## src/rtl/sys_array_tile_dispatch_if.sv

```systemverilog
// Handshake and table-port bundle between the tile dispatcher and its environment.
// slave is the dispatcher's view; master is the splitter/array-controller side.
interface sys_array_tile_dispatch_if;
    logic        start;
    logic        tbl_ready;
    logic [15:0] tbl_last;
    logic        rd_en;
    logic [15:0] rd_addr;
    logic [63:0] rd_a;
    logic [63:0] rd_b;
    logic [63:0] rd_o;
    logic [15:0] rd_to_n1;
    logic        tile_valid;
    logic        tile_ready;
    logic [63:0] tile_a;
    logic [63:0] tile_b;
    logic [63:0] tile_o;
    logic [15:0] tile_idx;
    logic [15:0] tile_count;
    logic        done;
    logic        err_oversize;

    modport slave (
        input  start, tbl_ready, tbl_last, rd_a, rd_b, rd_o, rd_to_n1, tile_ready,
        output rd_en, rd_addr, tile_valid, tile_a, tile_b, tile_o, tile_idx, tile_count,
               done, err_oversize
    );

    modport master (
        output start, tbl_ready, tbl_last, rd_a, rd_b, rd_o, rd_to_n1, tile_ready,
        input  rd_en, rd_addr, tile_valid, tile_a, tile_b, tile_o, tile_idx, tile_count,
               done, err_oversize
    );
endinterface

```

## src/rtl/sys_array_tile_dispatch.sv

```systemverilog
// Scans the splitter node table and issues one tile command per leaf node.
// Define TILE_DISPATCH_FIT_CHECK_EN to skip leaves larger than the array and flag err_oversize.
module sys_array_tile_dispatch #(
    parameter int ARRAY_W  = 10,
    parameter int ARRAY_L  = 10,
    parameter int OUT_SIZE = 100
) (
    input logic                      clk,
    input logic                      reset_n,
    sys_array_tile_dispatch_if.slave bus
);
    typedef enum logic [2:0] {IDLE, WAIT_TBL, READ, EVAL, ISSUE, DONE} state_e;

    state_e      state_q, state_d;
    logic [15:0] idx_q, idx_d;
    logic [15:0] n_q, n_d;
    logic        rd_en_q, rd_en_d;
    logic [15:0] rd_addr_q, rd_addr_d;
    logic        tile_valid_q, tile_valid_d;
    logic [63:0] tile_a_q, tile_a_d;
    logic [63:0] tile_b_q, tile_b_d;
    logic [63:0] tile_o_q, tile_o_d;
    logic [15:0] tile_idx_q, tile_idx_d;
    logic [15:0] tile_count_q, tile_count_d;
    logic        done_q, done_d;
    logic        err_q, err_d;

    logic [15:0] hb, wb;
    logic        leaf, oversize, dispatch, advance;

    // rd_b packs {B_W_0, B_L_0, B_W_1, B_L_1}
    assign hb       = bus.rd_b[31:16] - bus.rd_b[63:48] + 16'd1;
    assign wb       = bus.rd_b[15:0]  - bus.rd_b[47:32] + 16'd1;
    assign leaf     = (bus.rd_to_n1 == 16'd0);
    assign oversize = (hb > 16'(ARRAY_W)) || (wb > 16'(ARRAY_L));

`ifdef TILE_DISPATCH_FIT_CHECK_EN
    assign dispatch = leaf && !oversize;
`else
    logic unused_oversize;
    assign unused_oversize = oversize;
    assign dispatch        = leaf;
`endif

    always_comb begin
        state_d      = state_q;
        idx_d        = idx_q;
        n_d          = n_q;
        rd_en_d      = 1'b0;
        rd_addr_d    = rd_addr_q;
        tile_valid_d = tile_valid_q;
        tile_a_d     = tile_a_q;
        tile_b_d     = tile_b_q;
        tile_o_d     = tile_o_q;
        tile_idx_d   = tile_idx_q;
        tile_count_d = tile_count_q;
        done_d       = 1'b0;
        err_d        = err_q;
        advance      = 1'b0;

        case (state_q)
            IDLE: ;
            WAIT_TBL: begin
                if (bus.tbl_ready) begin
                    // clamp so rd_addr stays inside the table
                    n_d       = (bus.tbl_last > 16'(OUT_SIZE)) ? 16'(OUT_SIZE) : bus.tbl_last;
                    idx_d     = 16'd0;
                    rd_addr_d = 16'd0;
                    state_d   = (bus.tbl_last == 16'd0) ? DONE : READ;
                end
            end
            READ: state_d = EVAL;
            EVAL: begin
                if (dispatch) begin
                    tile_a_d     = bus.rd_a;
                    tile_b_d     = bus.rd_b;
                    tile_o_d     = bus.rd_o;
                    tile_idx_d   = idx_q;
                    tile_valid_d = 1'b1;
                    state_d      = ISSUE;
                end else begin
                    advance = 1'b1;
                end
`ifdef TILE_DISPATCH_FIT_CHECK_EN
                if (leaf && oversize) err_d = 1'b1;
`endif
            end
            ISSUE: begin
                if (bus.tile_ready) begin
                    tile_valid_d = 1'b0;
                    if (tile_count_q != 16'hFFFF) tile_count_d = tile_count_q + 16'd1;
                    advance = 1'b1;
                end
            end
            DONE: ;
            default: state_d = IDLE;
        endcase

        if (advance) begin
            if (idx_q == n_q - 16'd1) begin
                state_d = DONE;
            end else begin
                idx_d     = idx_q + 16'd1;
                rd_addr_d = idx_q + 16'd1;
                state_d   = READ;
            end
        end

        // start aborts whatever is in flight, including a pending tile
        if (bus.start) begin
            state_d      = WAIT_TBL;
            idx_d        = 16'd0;
            tile_count_d = 16'd0;
            tile_valid_d = 1'b0;
            err_d        = 1'b0;
        end

        rd_en_d = (state_d == READ);
        done_d  = (state_d == DONE);
    end

    always_ff @(posedge clk) begin
        if (!reset_n) begin
            state_q      <= IDLE;
            idx_q        <= 16'd0;
            n_q          <= 16'd0;
            rd_en_q      <= 1'b0;
            rd_addr_q    <= 16'd0;
            tile_valid_q <= 1'b0;
            tile_a_q     <= 64'd0;
            tile_b_q     <= 64'd0;
            tile_o_q     <= 64'd0;
            tile_idx_q   <= 16'd0;
            tile_count_q <= 16'd0;
            done_q       <= 1'b0;
            err_q        <= 1'b0;
        end else begin
            state_q      <= state_d;
            idx_q        <= idx_d;
            n_q          <= n_d;
            rd_en_q      <= rd_en_d;
            rd_addr_q    <= rd_addr_d;
            tile_valid_q <= tile_valid_d;
            tile_a_q     <= tile_a_d;
            tile_b_q     <= tile_b_d;
            tile_o_q     <= tile_o_d;
            tile_idx_q   <= tile_idx_d;
            tile_count_q <= tile_count_d;
            done_q       <= done_d;
            err_q        <= err_d;
        end
    end

    assign bus.rd_en        = rd_en_q;
    assign bus.rd_addr      = rd_addr_q;
    assign bus.tile_valid   = tile_valid_q;
    assign bus.tile_a       = tile_a_q;
    assign bus.tile_b       = tile_b_q;
    assign bus.tile_o       = tile_o_q;
    assign bus.tile_idx     = tile_idx_q;
    assign bus.tile_count   = tile_count_q;
    assign bus.done         = done_q;
    assign bus.err_oversize = err_q;
endmodule

```

## src/flat_wrapper.sv

```systemverilog
// flat-port wrapper written by rule: the top's interface ports become plain ports
module sys_array_tile_dispatch_flat 
#(
    parameter int ARRAY_W  = 10,
    parameter int ARRAY_L  = 10,
    parameter int OUT_SIZE = 100
)
  (clk, reset_n, bus_start, bus_tbl_ready, bus_tbl_last, bus_rd_a, bus_rd_b, bus_rd_o, bus_rd_to_n1, bus_tile_ready, bus_rd_en, bus_rd_addr, bus_tile_valid, bus_tile_a, bus_tile_b, bus_tile_o, bus_tile_idx, bus_tile_count, bus_done, bus_err_oversize);
  sys_array_tile_dispatch_if bus_i ();
  input logic clk;
  input logic reset_n;
  input wire logic [$bits(bus_i.start)-1:0] bus_start;
  input wire logic [$bits(bus_i.tbl_ready)-1:0] bus_tbl_ready;
  input wire logic [$bits(bus_i.tbl_last)-1:0] bus_tbl_last;
  input wire logic [$bits(bus_i.rd_a)-1:0] bus_rd_a;
  input wire logic [$bits(bus_i.rd_b)-1:0] bus_rd_b;
  input wire logic [$bits(bus_i.rd_o)-1:0] bus_rd_o;
  input wire logic [$bits(bus_i.rd_to_n1)-1:0] bus_rd_to_n1;
  input wire logic [$bits(bus_i.tile_ready)-1:0] bus_tile_ready;
  output wire logic [$bits(bus_i.rd_en)-1:0] bus_rd_en;
  output wire logic [$bits(bus_i.rd_addr)-1:0] bus_rd_addr;
  output wire logic [$bits(bus_i.tile_valid)-1:0] bus_tile_valid;
  output wire logic [$bits(bus_i.tile_a)-1:0] bus_tile_a;
  output wire logic [$bits(bus_i.tile_b)-1:0] bus_tile_b;
  output wire logic [$bits(bus_i.tile_o)-1:0] bus_tile_o;
  output wire logic [$bits(bus_i.tile_idx)-1:0] bus_tile_idx;
  output wire logic [$bits(bus_i.tile_count)-1:0] bus_tile_count;
  output wire logic [$bits(bus_i.done)-1:0] bus_done;
  output wire logic [$bits(bus_i.err_oversize)-1:0] bus_err_oversize;
  assign bus_i.start = bus_start;
  assign bus_i.tbl_ready = bus_tbl_ready;
  assign bus_i.tbl_last = bus_tbl_last;
  assign bus_i.rd_a = bus_rd_a;
  assign bus_i.rd_b = bus_rd_b;
  assign bus_i.rd_o = bus_rd_o;
  assign bus_i.rd_to_n1 = bus_rd_to_n1;
  assign bus_i.tile_ready = bus_tile_ready;
  assign bus_rd_en = bus_i.rd_en;
  assign bus_rd_addr = bus_i.rd_addr;
  assign bus_tile_valid = bus_i.tile_valid;
  assign bus_tile_a = bus_i.tile_a;
  assign bus_tile_b = bus_i.tile_b;
  assign bus_tile_o = bus_i.tile_o;
  assign bus_tile_idx = bus_i.tile_idx;
  assign bus_tile_count = bus_i.tile_count;
  assign bus_done = bus_i.done;
  assign bus_err_oversize = bus_i.err_oversize;
  sys_array_tile_dispatch #(.ARRAY_W(ARRAY_W), .ARRAY_L(ARRAY_L), .OUT_SIZE(OUT_SIZE)) u_core (.clk(clk), .reset_n(reset_n), .bus(bus_i));
endmodule
```

## config.mk

```make
export PLATFORM = sky130hd
export DESIGN_NAME = sys_array_tile_dispatch_flat
export DESIGN_NICKNAME = d
export VERILOG_FILES = /design/src/rtl/sys_array_tile_dispatch_if.sv /design/src/rtl/sys_array_tile_dispatch.sv /design/src/flat_wrapper.sv
export SDC_FILE = /design/constraint.sdc
export NUM_CORES = 1
export LEC_CHECK = 0
export CORE_AREA = 2 2 182 184
export CTS_CLUSTER_DIAMETER = 200
export DETAILED_ROUTE_END_ITERATION = 6
export DIE_AREA = 0 0 184 186
export GPL_TIMING_DRIVEN = 0
export PLACE_DENSITY_LB_ADDON = 0.2
export SETUP_SLACK_MARGIN = 0.15
export SYNTH_ARGS = -nofsm -noshare
export SYNTH_HDL_FRONTEND = slang
export SYNTH_SLANG_ARGS = --single-unit
export TNS_END_PERCENT = 50
```

## constraint.sdc

```tcl
create_clock -name clk -period 4.03 [get_ports clk]
set_clock_uncertainty 0.2 [all_clocks]
set_input_delay 0.6045 -clock clk [delete_from_list [all_inputs] [get_ports clk]]
set_output_delay 0.6045 -clock clk [all_outputs]
set_load 0.01 [all_outputs]
```

==> After elaboration in Yosys (flattened, before gate mapping) <==
Index checks and enable logic that the tools add are counted.
{ "word_totals": {"register_bits": 278, "in_bits": 229, "output_inout_bits": 244, "wordCells": 60} }
{ "classes": {"addsub": 3, "magnitude_cmp": 1, "eq_ne": 11, "n_mux": 22, "bitwise_logic": 1, "n_reduce_logical": 10} }
{ "ops": {"columns": ["op", "count"], "rows": [
  ["two-way mux 16 bit", 9],
  ["adder 16 x 1 -> 16 bit (second input constant)", 2],
  ["logical NOT 16 bit", 2],
  ["two-way mux 3 bit", 6],
  ["== test 16 bit", 1],
  ["> comparator 16 x 7 -> 1 bit (second input constant)", 1],
  ["!= test 16 bit (second input constant)", 1],
  ["subtractor 16 x 1 -> 16 bit (second input constant)", 1],
  ["one-hot mux 3 bit (4 select lines)", 1],
  ["== test 3 x 2 -> 1 bit (second input constant)", 3],
  ["== test 3 bit (second input constant)", 3],
  ["AND reduction 3 bit", 2],
  ["two-way mux 1 bit", 4],
  ["one-hot mux 1 bit (2 select lines)", 2],
  ["AND reduction 2 bit", 2],
  ["== test 3 x 1 -> 1 bit (second input constant)", 1],
  ["logical NOT 3 bit", 1],
  ["OR reduction 3 bit", 1],
  ["!= test 2 x 1 -> 1 bit (second input constant)", 1],
  ["!= test 2 bit (second input constant)", 1],
  ["nonzero test 2 bit", 1],
  ["OR reduction 2 bit", 1],
  ["inverter 1 bit", 1]
]} }

==> Depth between registers and ports, before layout <==
Gate-level depths: netlist of run 1.
{ "logic_depth": {"word_depth": 7, "depth_mapped": 10, "depth_no_buf": 9} }

==> Least setup slack after synthesis of run 1 <==
No wires, ideal clock.
{ "synth_path": {"path_kind": "flip-flop to flip-flop", "from": "register u_core.n_q[2]", "to": "register u_core.idx_q[0]", "setup_time_ns": 0.121, "arrival_time_ns": 2.591, "required_time_ns": 3.709, "setup_slack_ns": 1.118, "stages_incl_launch_ff": 10, "n_path_buf": 2, "period_less_slack_ns": 2.912, "path_cell_list": "dfxtp_1 -> buf_6 -> or4_4 -> or4_1 -> a21oi_2 -> o211ai_2 -> a2111oi_4 -> buf_2 -> nor2_1 -> mux2_2"} }
{ "synth_between": {"elab_chain_cells": 4} }
{ "synth_rtl": {"columns": ["item", "line", "text"], "rows": [
  ["from (decl)", "sys_array_tile_dispatch.sv:16", "logic [15:0] n_q, n_d;"],
  ["from (signal assigned)", "sys_array_tile_dispatch.sv:140", "n_q <= n_d;"],
  ["subtractor 16 x 1 -> 16 bit", "sys_array_tile_dispatch.sv:100", "if (idx_q == n_q - 16'd1) begin"],
  ["== test 16 bit", "sys_array_tile_dispatch.sv:100", null],
  ["two-way mux 16 bit", "sys_array_tile_dispatch.sv:100", null],
  ["two-way mux 16 bit", "sys_array_tile_dispatch.sv:99", "if (advance) begin"],
  ["to (signal assigned)", "sys_array_tile_dispatch.sv:139", "idx_q <= idx_d;"],
  ["to (decl)", "sys_array_tile_dispatch.sv:15", "logic [15:0] idx_q, idx_d;"]
]} }
No other way between the ends.
A chain may end at the register's enable or synchronous reset.

==> Worst setup path after layout of run 1 <==
{ "layout_path": {"from": "input port bus_rd_to_n1[2]", "to": "register u_core.tile_o_q[23] (netlist: u_core.bus.tile_o[23])"} }
{ "layout_between": {"elab_chain_cells": 2} }
{ "layout_rtl": {"columns": ["item", "line", "text"], "rows": [
  ["from (decl)", "flat_wrapper.sv:18", "input wire logic [$bits(bus_i.rd_to_n1)-1:0] bus_rd_to_n1;"],
  ["logical NOT 16 bit", "sys_array_tile_dispatch.sv:34", "assign leaf = (bus.rd_to_n1 == 16'd0);"],
  ["AND reduction 2 bit (no source line)", null, null],
  ["to (signal assigned)", "sys_array_tile_dispatch.sv:146", "tile_o_q <= tile_o_d;"],
  ["to (decl)", "sys_array_tile_dispatch.sv:22", "logic [63:0] tile_o_q, tile_o_d;"]
]} }
No other way between the ends.

==> results of run 1 <==
==> tightest hold or removal path, cell delays in order (launching register included) <==
cell	delay, ns
dfxtp_1	0.31
nand2_1	0.05
a21oi_1	0.05
==> per-layer routing <==
metal,part of all wire (%),global-route usage (%),vias up
met5,0,0,-
met3,9.0,7.846,75
met1,38,25.39,5209
met2,50,41.06,381
li1,-,-,5513
met4,3.5,8.352,0
==> registers in the layout (all words and copies together) (netlist names) <==
register,count
u_core.bus.tile_count,16
u_core.bus.tile_a,64
u_core.bus.rd_en,1
u_core.bus.tile_b,64
u_core.n_q,16
u_core.bus.tile_idx,16
u_core.state_q,3
u_core.bus.tile_o,64
u_core.idx_q,16
u_core.bus.done,1
u_core.bus.tile_valid,1
u_core.bus.rd_addr,16
==> area by class of cell <==
type	count	area, sq um
fill	3069	15240
sequential	278	5565
multi-input combinational	961	4733
timing repair buffer	471	4715
clock buffer	43	829.5
tap	408	510.5
buffer	98	394.1
clock inverter	13	178.9
inverter	10	37.54
antenna	2	5.005
==> Yosys cell counts, drive strengths merged (3+ instances only) <==
cell type,count
o211ai,5
nand2,456
o21ai,9
nand2b,10
xnor2,17
xor2,18
nor3,33
buf,9
a21oi,232
a32o,5
a21o,10
o211a,3
ha,3
nand3,22
o31a,9
nor4,11
o21a,4
dfxtp,278
inv,10
nand4,6
nor2,37
a22o,4
and3,10
a211oi,11
or2,6
clkbuf,89
a2111oi,3
a22oi,4
or3,6
==> power by group <==
| part | total [W] | internal, W | switching [W] |
|---|---|---|---|
| sequential | 0.00276 | 0.00275 | 0.00000395 |
| clock | 0.00284 | 0.00168 | 0.00115 |
| combinational | 0.000355 | 0.000227 | 0.000128 |
| total | 0.00595 | 0.00466 | 0.00128 |
==> cell families after synthesis <==
kind of cell	count (synthesis)	share of synthesized area [%]
multiplexers	3	0.3032
other	1	0.03495
AO/OA/AOI/OAI	308	16.77
buffers and inverters	108	4.012
adder cells (fa/ha/maj)	3	0.3499
AND/OR/NAND/NOR	611	23.80
flip-flops	278	51.87
XOR/XNOR	35	2.857
==> path summary, 6_finish.rpt <==
check / from / to / slack, ns / depth (start not counted)
worst max-delay path: bus_rd_to_n1[2] / u_core.bus.tile_o[23] / 0.53 / 9
worst max register to register: u_core.n_q[4] / u_core.bus.rd_addr[9] / 0.69 / 8
worst min-delay path: u_core.bus.tile_a[33] / u_core.bus.tile_a[33] / 0.25 / 2
worst min register to register: u_core.bus.tile_a[33] / u_core.bus.tile_a[33] / 0.25 / 2
==> metrics by stage <==
stage                     area, sq um  setup TNS [ns]
after global placement          15950          -8.804
after global routing            16970               0
after CTS                       16960               0
after floorplan                 10730               0
final                           16970               0
after detailed placement        15950          -13.57
==> key figures, run 1 <==
Run status
  – Result of the run: finished clean

Clocking
  – Post-cts resize count: 0
  – Count of hold buffers inserted by post-cts repair: 0
  – H-tree level count: 1
  – Number of buffers between clock root and the deepest sink: 3
  – CTS Root Cell: clkbuf_16
  – Clock tree from TritonCTS: done
  – Post-CTS repair timing setup buffer count: 0
  – TritonCTS buffer count: 30
  – Clock transition at the register clock pins on the worst setup and hold paths after CTS: 0.06 ns
  – Clock latency on the worst-skew pair: 0.56 ns
  – Number of clock sinks: 278

Floorplan
  – Standard-cell rows: 66
  – Count of pins on the block boundary: 473
  – Core region area: 32,210 sq um
  – Chip Height: 186 um
  – DIE AREA: 34,220 sq um
  – Initial Util: 33.31%
  – X dimension of the die: 184 um

Critical path
  – Data required time at the worst endpoint: 4.32 ns
  – Critical path class: primary input to flip-flop
  – CP delay by family, top: buffers and inverters
  – Largest fanout on the critical path: 10
  – Delay of the slowest critical-path stage: 0.61 ns
  – Critical path data arrival time: 3.79 ns
  – Sort of element at the start of the critical path: primary input
  – Cell with the largest stage delay on the worst path: clkbuf_1
  – Critical path capture point type: flip-flop
  – Cell breakdown of the critical path: clkdlybuf4s50_1, nor4_1, nand4_1, nor3_1, clkbuf_1, clkbuf_1, clkbuf_1, nand2_1, a21oi_1
  – Number of buffers and inverters on the critical path: 4
  – Cell repeated most along the worst path: clkbuf_1

STA
  – Max Fclk: 0.2855 GHz
  – Tightest slew margin relative to the limit: 42.39%
  – Worst hold-check slack: 0.2522 ns
  – Share of the cycle needed by the critical path after routing: 86.92%
  – Setup-failing EPs final: 0
  – Total count of hold-check failures in the final report: 0
  – Crit path setup slack, layout: 0.5272 ns
  – Setup repair after global routing missed its margin: yes
  – Final Max Slew Viols: 0
  – Actual transition at the worst max-transition pin: 0.8641 ns
  – Final critical path time including I/O delays and setup: 3.503 ns

Synthesis
  – Per-instance average area after synthesis: 7.965 sq um
  – Syn Nets: 1,579
  – Number of flops mapped to enable cells by yosys: 0
  – Flip-flop and latch count after synthesis: 278
  – Largest cells by area after synthesis: dfxtp_1, nand2_1, a21oi_1, clkbuf_1, nor3_1
  – Library cell with the largest summed area after synthesis: dfxtp_1
  – Area share of the largest cell type after synthesis: 51.87%
  – Cell count after synthesis: 1,347
  – Leading register cell type out of synthesis: dfxtp_1
  – Netlist area before placement: 10,730 sq um
  – Number of library cell types mapped by synthesis: 58
  – Post-synthesis sequential area ratio: 51.87%
  – Share of flip-flops with an asynchronous set or reset after synthesis: 0%
  – Number of synthesis warnings: 0

Placement
  – Port-buffer cells: 471
  – GPL Wtd Cong: 0.8895
  – Post-placement setup slack: -0.3488 ns
  – Post-detailed-placement half-perimeter wirelength: 31,600 um
  – Number of instances in the placed design: 2,226

Final layout
  – Fraction of layout cells with a size suffix above 1: 3.735%
  – Post-layout instance count excluding filler cells: 2,284
  – Most common cell after layout, fill and taps aside: clkdlybuf4s50_1
  – Area growth syn-to-layout: 58.16%
  – Commonest non-fill, non-tap cells in the layout: clkdlybuf4s50_1, nand2_1, dfxtp_1
  – Final net count: 2,082
  – Share of the core filled with cells: 52.69%

Detailed routing
  – Total number of vias: 11,180
  – Drt via density: 4.894
  – Overall routed net length: 41,050 um
  – DRC violation total after the first TritonRoute iteration: 538
  – DRT antenna net count: 0
  – Number of detailed-routing iterations run before antenna repair: 5
  – Post-route DRC: 0
  – Per-cell routed wire length: 17.97 um

Power
  – Leakage power: 5.734 nW
  – Power density over the cells: 350.5 nW/um^2
  – Overall Power: 0.005947 W
  – Worst supply voltage drop on vdd: 0.3093 mV

GRT
  – Total overflow reported by the global router: 0
  – Global routing usage summed across all routing layers: 23.02%
  – Via count of the first global-routing pass: 11,080
  – Initial antenna violation count: 3
  – Maximum number of pins on one net before global-route repair: 16
  – First-pass GRT wire length: 61,440 um

Job
  – Number of max-cap violations: 0

Min path
  – Tightest Hold Check Type: flip-flop to flip-flop
No activity file was read; power rests on OpenSTA's default activity.
==> run 2: changes to the inputs <==
- clock period: 4.03 -> 2.85 ns (I/O delays scaled with it)
==> run 2 against run 1 <==
Against the previous run: the run now ends with setup timing left; total power up 52%; hold slack worse by 0.00063 ns; clock power up 64%; critical endpoint is now u_core.bus.rd_addr[7]; highest routed layer is now met5.
==> key figures, run 2 (synthesis gave the netlist of run 1 again) <==
Critical path
  – Cell with the largest stage delay on the worst path: or4_4
  – Sort of element at the start of the critical path: flip-flop
  – Critical path data arrival time: 3.22 ns
  – Depth of the most critical reg-to-reg path: 10
  – Largest fanout on the critical path: 8
  – Data required time at the worst endpoint: 3.04 ns
  – Critical path class: flip-flop to flip-flop
  – CP Depth: 10
  – Number of buffers and inverters on the critical path: 3
  – Delay of the slowest critical-path stage: 0.55 ns
  – Cell breakdown of the critical path: or4_4, or4_4, a21oi_2, o211ai_2, buf_4, a2111oi_4, buf_6, clkbuf_16, nor3_1, o31a_1
  – Cell repeated most along the worst path: or4_4
  – Critical path capture point type: flip-flop
  – CP delay by family, top: simple AND/OR/NAND/NOR gates

GRT
  – Via count of the first global-routing pass: 10,810
  – Initial antenna violation count: 4
  – Maximum number of pins on one net before global-route repair: 13
  – First-pass GRT wire length: 61,310 um
  – Total overflow reported by the global router: 0
  – Global routing usage summed across all routing layers: 23.20%

Clocking
  – Clock tree from TritonCTS: done
  – CTS Root Cell: clkbuf_16
  – Clock transition at the register clock pins on the worst setup and hold paths after CTS: 0.06 ns
  – Number of buffers between clock root and the deepest sink: 3
  – H-tree level count: 2
  – TritonCTS buffer count: 34
  – Clock latency on the worst-skew pair: 0.50 ns
  – Number of clock sinks: 278
  – Count of hold buffers inserted by post-cts repair: 0

STA
  – Max Fclk: 0.3307 GHz
  – Final critical path time including I/O delays and setup: 3.024 ns
  – Actual transition at the worst max-transition pin: 0.8623 ns
  – Crit path setup slack, layout: -0.1736 ns
  – Share of the cycle needed by the critical path after routing: 106.1%
  – Tightest slew margin relative to the limit: 42.51%
  – Setup repair after global routing missed its margin: yes
  – Final Max Slew Viols: 0
  – Total count of hold-check failures in the final report: 0
  – Setup-failing EPs final: 33

Detailed routing
  – DRC violation total after the first TritonRoute iteration: 441
  – Per-cell routed wire length: 18.07 um
  – DRT antenna net count: 0
  – Drt via density: 4.875
  – Post-route DRC: 0
  – Total number of vias: 11,220
  – Number of detailed-routing iterations run before antenna repair: 4
  – Overall routed net length: 41,580 um

Final layout
  – Commonest non-fill, non-tap cells in the layout: clkdlybuf4s50_1, nand2_1, dfxtp_1
  – Fraction of layout cells with a size suffix above 1: 7.509%
  – Final net count: 2,098
  – Most common cell after layout, fill and taps aside: clkdlybuf4s50_1
  – Area of all placed cells without fillers: 17,600 sq um
  – Post-layout instance count excluding filler cells: 2,301
  – Share of the core filled with cells: 54.64%
  – Area growth syn-to-layout: 64.02%

Placement
  – Cell area after placement: 15,970 sq um
  – GPL Wtd Cong: 0.8801
  – Port-buffer cells: 471
  – Number of instances in the placed design: 2,226
  – Post-detailed-placement half-perimeter wirelength: 31,870 um

Run status
  – Result of the run: complete, but fails checks
  – Violated checks: setup timing

Power
  – Power density over the cells: 515.3 nW/um^2
  – Overall Power: 0.009068 W
  – Leakage power: 6.036 nW
  – Worst supply voltage drop on vdd: 0.4131 mV

Floorplan
  – DIE AREA: 34,220 sq um
  – Initial Util: 33.31%
  – Core region area: 32,210 sq um
  – X dimension of the die: 184 um
  – Standard-cell rows: 66
  – Chip Height: 186 um
  – Count of pins on the block boundary: 473

Min path
  – Instance count along the most critical hold path: 2
  – Tightest Hold Check Type: flip-flop to flip-flop

Job
  – Number of max-cap violations: 0
-- run 2: changes by cell type in the layout (fill, tap and decap cells not counted), sizes merged --
cell    delta
buf       +16
inv        +1
clkbuf     +3
clkinv     -3
-- run 2: stage by stage --
step	setup TNS, ns	setup slack (ns)	hold slack (ns)
floorplan	0	0.03770	0.2740
global placement	-177.30	-1.341	0.2410
detailed placement	-184.60	-1.398	0.2469
CTS	-3.613	-0.1989	0.2344
global route	-6.602	-0.2535	0.2497
finish	-3.465	-0.1736	0.2515
-- run 2: layer usage --
layer / GRT usage (%) / vias to the layer above / wire length, um
li1: - / 5549 / -
met4: 8.032 / 2 / 1282
met2: 41.45 / 377 / 20940
met3: 7.083 / 76 / 3280
met1: 26.17 / 5214 / 16060
met5: 0 / - / 16
-- run 2: power breakdown --
part / switching (W) / leakage (nW) / internal, W
Clock: 0.00170 / 0.608 / 0.00294
Combinational: 0.000189 / 3.19 / 0.000335
Sequential: 0.00000660 / 2.24 / 0.00389
-- run 2: worst reg2reg max path: stages, from the launching register on --
cell and delay, ns:
dfxtp_4 0.37, or4_4 0.55, or4_4 0.44, a21oi_2 0.13, o211ai_2 0.11, buf_4 0.16
a2111oi_4 0.21, buf_6 0.23, clkbuf_16 0.17, nor3_1 0.05, o31a_1 0.30
-- run 2: layout make-up --
class | instances | area [sq um]
tap | 408 | 510.5
timing repair buffer | 483 | 4847
multi-input combinational | 961 | 4921
clock inverter | 11 | 161.4
buffer | 98 | 481.7
sequential | 278 | 5572
fill | 3006 | 14610
antenna | 2 | 5.005
clock buffer | 50 | 1062
inverter | 10 | 37.54
-- run 2: repair_timing --
action	CTS	global route
pin swaps	9	24
gates cloned	0	2
endpoints found under the setup margin	245	156
endpoints found under the hold margin	0	0
resized for setup	33	63
setup buffers	3	7
-- run 2: worst paths after layout --
check                   startpoint                     to  slack (ns)
min reg2reg  u_core.bus.tile_a[21]  u_core.bus.tile_a[21]        0.25
max reg2reg          u_core.n_q[0]  u_core.bus.rd_addr[7]       -0.17
min          u_core.bus.tile_a[21]  u_core.bus.tile_a[21]        0.25
max                  u_core.n_q[0]  u_core.bus.rd_addr[7]       -0.17
==> RTL change 1, RTL diff (settings of run 1) <==
The 6 states of `state_e` get a one-hot encoding in 6 bits.
--- a/src/rtl/sys_array_tile_dispatch.sv
+++ b/src/rtl/sys_array_tile_dispatch.sv
@@ -11,3 +11,3 @@
 );
-    typedef enum logic [2:0] {IDLE, WAIT_TBL, READ, EVAL, ISSUE, DONE} state_e;
+    typedef enum logic [5:0] {IDLE = 6'b000001, WAIT_TBL = 6'b000010, READ = 6'b000100, EVAL = 6'b001000, ISSUE = 6'b010000, DONE = 6'b100000} state_e;
 
Function: no difference found for any inputs over 4 cycles, from zero or initial values and one cycle with reset_n low; so few cycles prove little.
==> RTL change 1 against run 1 <==
  * Total power increased by 4.8%
  * Setup slack improved by 0.030 ns
  * Sequential share of layout area down 0.97 points
  * Routed wire length fell by 4.3%
  * Synthesized area is 5.5% higher
  * Final area is 4.2% higher
  * Via count down 3.0%
  * Sequential cell count up 3
  * Register-to-register slack got worse by 0.07 ns
  * Critical endpoint is now u_core.bus.tile_o[15]
==> RTL change 1: results (changes against run 1) <==
post-synthesis sequential area ratio = 49.72% (-2.2 points)
Crit path arrival time = 3.68 ns (-0.11 ns)
Async SR Flop Fraction = 0% (unchanged)
H-tree Lvls = 2 (+1)
vias in the first global route = 10510 (-5.1%)
final net count = 2079 (-0.14%)
Max-slew headroom = 48.34% (+5.9 points)
Detailed Place HPWL = 30.56 mm (-3.3%)
I/O Buffers = 470 (-0.21%)
largest net degree at the start of global routing = 13 (-3)
clk buf depth = 3 (unchanged)
Placed Cells = 2219 (-0.31%)
Synth Warn # = 0 (unchanged)
later-pin clock latency in the skew report = 0.49 ns (-0.07 ns)
most instantiated cells after synthesis = nand2_1 (436), dfxtp_1 (281), a21boi_0 (221)
Worst R2R Path Depth = 11 (+3)
distinct cell type count of the synthesized netlist = 59 (+1.7%)
Vias/cell = 4.760 (-2.7%)
fillers = 3040 (-0.94%)
clock buffer count from CTS = 34 (+13%)
post-synth net total = 1573 (-0.38%)
Routed Wire Length = 39.30 mm (-4.3%)
leakage = 5.918 nW (+3.2%)
Iter 0 DRT Violations = 552 (+2.6%)
Clk Tree Root Cell = clkbuf_16
net switching power figure = 1.251 mW (-2.5%)
Primary FF master, synth = dfxtp_1
Synth area leaders = dfxtp_1 (50%), a21boi_0 (15%), nand2_1 (14%), clkbuf_1 (2.9%), nand3_1 (2.1%)
Crit Reg-Reg Startpoint = u_core.n_q[0]
Final Non-Filler Cells = 2277 (-0.31%)
Critical path origin = bus_rd_to_n1[5]
GRT Total Usage = 21.94% (-1.1 points)
outcome = completed
min-delay src = u_core.bus.tile_valid
Max IR drop VDD = 0.3019 mV (-2.4%)
Crit path largest cell delay = 0.61 ns (about the same)
Synth Instances = 1341 (-0.45%)
critical path fanouts, max = 10 (unchanged)
GPL Wtd Cong = 0.8598 (-3.3%)
first-pass GRT wire length = 58.47 mm (-4.8%)
share of cells above drive strength 1 = 3.856% (+0.12 points)
RTL change 1: changes by cell type after synthesis, sizes merged, moves of 6 or more:
cell,delta
nor2,+6
o31a,-8
nand2,-20
and3,+7
a21o,-10
nand3,+26
a211oi,-8
a21boi,+225
nor3,-28
xnor2,+8
nand2b,+7
a21oi,-206
RTL change 1: worst paths after layout:
check	endpoint	slack, ns
max	u_core.bus.tile_o[15]	0.56
min	u_core.bus.tile_valid	0.26
max reg2reg	u_core.idx_q[9]	0.62
min reg2reg	u_core.bus.tile_valid	0.26
RTL change 1: metal layers:
metal	up-vias	routed length [µm]	global-route usage [%]
met5	-	13	0
met4	2	1602	9.184
met3	83	3173	6.926
met2	343	19340	38.22
met1	4962	15170	24.80
li1	5449	-	-
RTL change 1: through the flow:
step	hold WS [ns]	util [%]	area [µm²]	power, mW	setup WS (ns)
2_1_floorplan	0.2332	-	11310	2.927	1.414
3_3_place_gp	0.2462	51.32	16530	3.180	0.04147
3_5_place_dp	0.2520	51.32	16530	3.182	0.01253
4_1_cts	0.2601	54.86	17670	6.294	0.4926
5_1_grt	0.2772	54.88	17670	6.423	0.2485
6_report	0.2591	54.88	17670	6.231	0.5569
RTL change 1: power groups by stage:
stage / clock network [mW] / registers, mW / logic [mW]
6_report: 3.11 / 2.78 / 0.338
3_3_place_gp: 0 / 2.84 / 0.337
2_1_floorplan: 0 / 2.84 / 0.0836
5_1_grt: 3.28 / 2.78 / 0.361
4_1_cts: 3.17 / 2.78 / 0.340
3_5_place_dp: 0 / 2.84 / 0.338
RTL change 1: layout make-up:
cell class	instances	share of cell area, %
plain buffers	97	2.251
well taps	408	2.888
inverters	8	0.1699
flip-flops and latches	281	31.83
clock buffers	51	5.876
clock inverters	5	0.5664
diodes	2	0.02832
repair buffers	470	26.62
multi-input cells	955	29.77
RTL change 1: cells by family after synthesis:
logic type	after synthesis	synth area share, %
DFF	281	49.72
AOI/OAI and AO/OA	283	18.50
other	1	0.03314
and+or+nand+nor	620	23.91
muxes	1	0.08847
xor gates and xnor gates	47	3.638
adders and majority gates	3	0.3318
buffers and inverters	105	3.782
RTL change 1: worst max-delay path, delay by kind of cell:
family                 cells  cell delay, ns
buffers and inverters      4            2.00
and+or+nand+nor            4            0.89
AOI/OAI and AO/OA          1            0.19
==> RTL change 2, RTL diff (settings of run 1) <==
Without the edit above. The option `TILE_DISPATCH_FIT_CHECK_EN` is turned on by a define.
--- a/src/rtl/sys_array_tile_dispatch.sv
+++ b/src/rtl/sys_array_tile_dispatch.sv
@@ -2,2 +2,4 @@
 // Define TILE_DISPATCH_FIT_CHECK_EN to skip leaves larger than the array and flag err_oversize.
+`define TILE_DISPATCH_FIT_CHECK_EN
+
 module sys_array_tile_dispatch #(
Formal check against the unedited RTL: not equivalent (Yosys sat finds a counterexample within 10 cycles, from zero or initial values and one cycle with reset_n low).
==> RTL change 2 against run 1 <==
  * Final area grew 34%
  * Fmax shrank 12%
  * Total power grew 18%
  * Synthesized cell count grew 5.9%
  * Synthesized area grew 29%
  * Routed wire length grew 19%
  * Setup slack lost 0.49 ns
  * Count of clock-buffer cells in the layout shrank 2
  * Sequential share of layout area shrank 8.2 points
  * Via count grew 15%
  * Non-clock buffer count grew 76
  * Sequential cell count grew 1
  * Die area is the same
  * Worst hold slack lost 0.15 ns
  * Critical path type unchanged
==> RTL change 2: results (changes against run 1) <==
distinct cell type count of the synthesized netlist = 74 (+28%)
critical path fanouts, max = 7 (-3)
vias in the first global route = 12731 (+15%)
clock buffer count from CTS = 31 (+3.3%)
Crit path largest cell delay = 0.39 ns (-0.22 ns)
Crit path arrival time = 4.25 ns (+0.46 ns)
fillers = 2386 (-22%)
Synth area leaders = dfxtp_1 (40%), mux2i_1 (16%), nor2b_1 (10%), ha_1 (5.5%), xor2_1 (1.7%)
Crit Reg-Reg Startpoint = u_core.n_q[2]
share of cells above drive strength 1 = 17.49% (+14 points)
Slowest-stage cell, CP = fa_2
Cell Area, Synth = 13790 µm² (+29%)
Worst R2R Path Depth = 11 (+3)
most instantiated cells after synthesis = dfxtp_1 (279), nor2b_1 (221), mux2i_1 (214)
pin slew with the least headroom to its limit = 0.9613 ns (+0.09722 ns)
Max IR drop VDD = 0.3829 mV (+24%)
Hold EP = u_core.bus.tile_b[55]
post-synth net total = 1719 (+8.9%)
outcome = completed
antenna violations before repair = 9 (+6)
Iter 0 DRT Violations = 641 (+19%)
mean post-synth cell area = 9.666 µm² (+21%)
Hold Path Class = in -> reg
GRT Total Usage = 26.40% (+3.4 points)
hold_ws = 0.1035 ns (-0.1486 ns)
==> RTL change 2: cell count changes after synthesis, moves of 23 or more <==
cell	before	now
ha_1	3	61
nand2_1	456	49
clkbuf_1	89	47
nor2b_1	2	221
mux2i_1	1	214
a21oi_1	231	38
inv_1	10	55
buf_2	5	28
==> RTL change 2: metal layers <==
metal  share of wire, %  vias up  wire [µm]  GRT usage [%]
li1                   -     6227          -              -
met1                 40     6081      19690          31.19
met2                 49      444      23770          47.00
met3                7.4      102       3609          6.574
met4                3.4        6       1649          8.224
met5              0.080        -         39              0
==> RTL change 2: what timing repair did <==
item	4_1_cts	5_1_grt
endpoints found under the setup margin	247	243
gates cloned	7	17
buffers inserted	51	17
resized for setup	306	81
pin swaps	62	41
==> RTL change 2: cell type report <==
type | instances | area, µm² | share of cell area, %
inverters | 55 | 216.5 | 0.9530
multi-input cells | 1011 | 8630 | 37.99
clock buffers | 41 | 853.3 | 3.757
diodes | 6 | 15.01 | 0.06610
repair buffers | 563 | 5852 | 25.76
flip-flops and latches | 279 | 5585 | 24.59
well taps | 408 | 510.5 | 2.247
plain buffers | 82 | 788.3 | 3.470
clock inverters | 16 | 264.0 | 1.162
==> RTL change 2: worst max path at each step <==
stage / start / end / slack, ns
final: bus_rd_b[1] / u_core.bus.tile_b[49] / 0.03
after global routing: bus_rd_b[1] / u_core.bus.tile_b[49] / -0.06
after CTS: bus_rd_b[46] / u_core.bus.tile_o[27] / 0.14
after detailed placement: bus_rd_b[17] / u_core.bus.tile_a[15] / -1.43
after global placement: bus_rd_b[17] / u_core.bus.tile_b[34] / -1.40
after floorplan: bus_rd_b[33] / u_core.idx_q[1] / -0.05
==> RTL change 2: logic make-up after synthesis <==
group / count (synthesis) / synth area share [%]
flip-flops: 279 / 40.49
XOR/XNOR: 50 / 3.175
adder cells (fa/ha/maj): 63 / 5.824
AO/OA/AOI/OAI: 184 / 9.598
AND/OR/NAND/NOR: 497 / 20.95
multiplexers: 217 / 15.77
buffers and inverters: 137 / 4.182
==> RTL change 2: worst register-to-register path, cell delays in order, from the launching register on <==
cell and delay (ns):
dfxtp_1 0.30, clkbuf_1 0.19, nor4_2 0.61, nand4_1 0.21, xnor2_1 0.17, nor4b_1 0.30, nand4bb_1 0.17, nor4_2 0.44
or3_1 0.28, buf_2 0.28, nor3b_1 0.09, a221o_1 0.25
==> RTL change 2: power groups by stage <==
| stage | clock network (mW) | logic, mW | registers (mW) |
|---|---|---|---|
| 2_1_floorplan | 0 | 0.493 | 2.82 |
| 3_3_place_gp | 0 | 0.861 | 2.83 |
| 3_5_place_dp | 0 | 0.871 | 2.83 |
| 4_1_cts | 3.16 | 1.07 | 2.76 |
| 5_1_grt | 3.27 | 1.21 | 2.76 |
| 6_report | 3.11 | 1.12 | 2.76 |
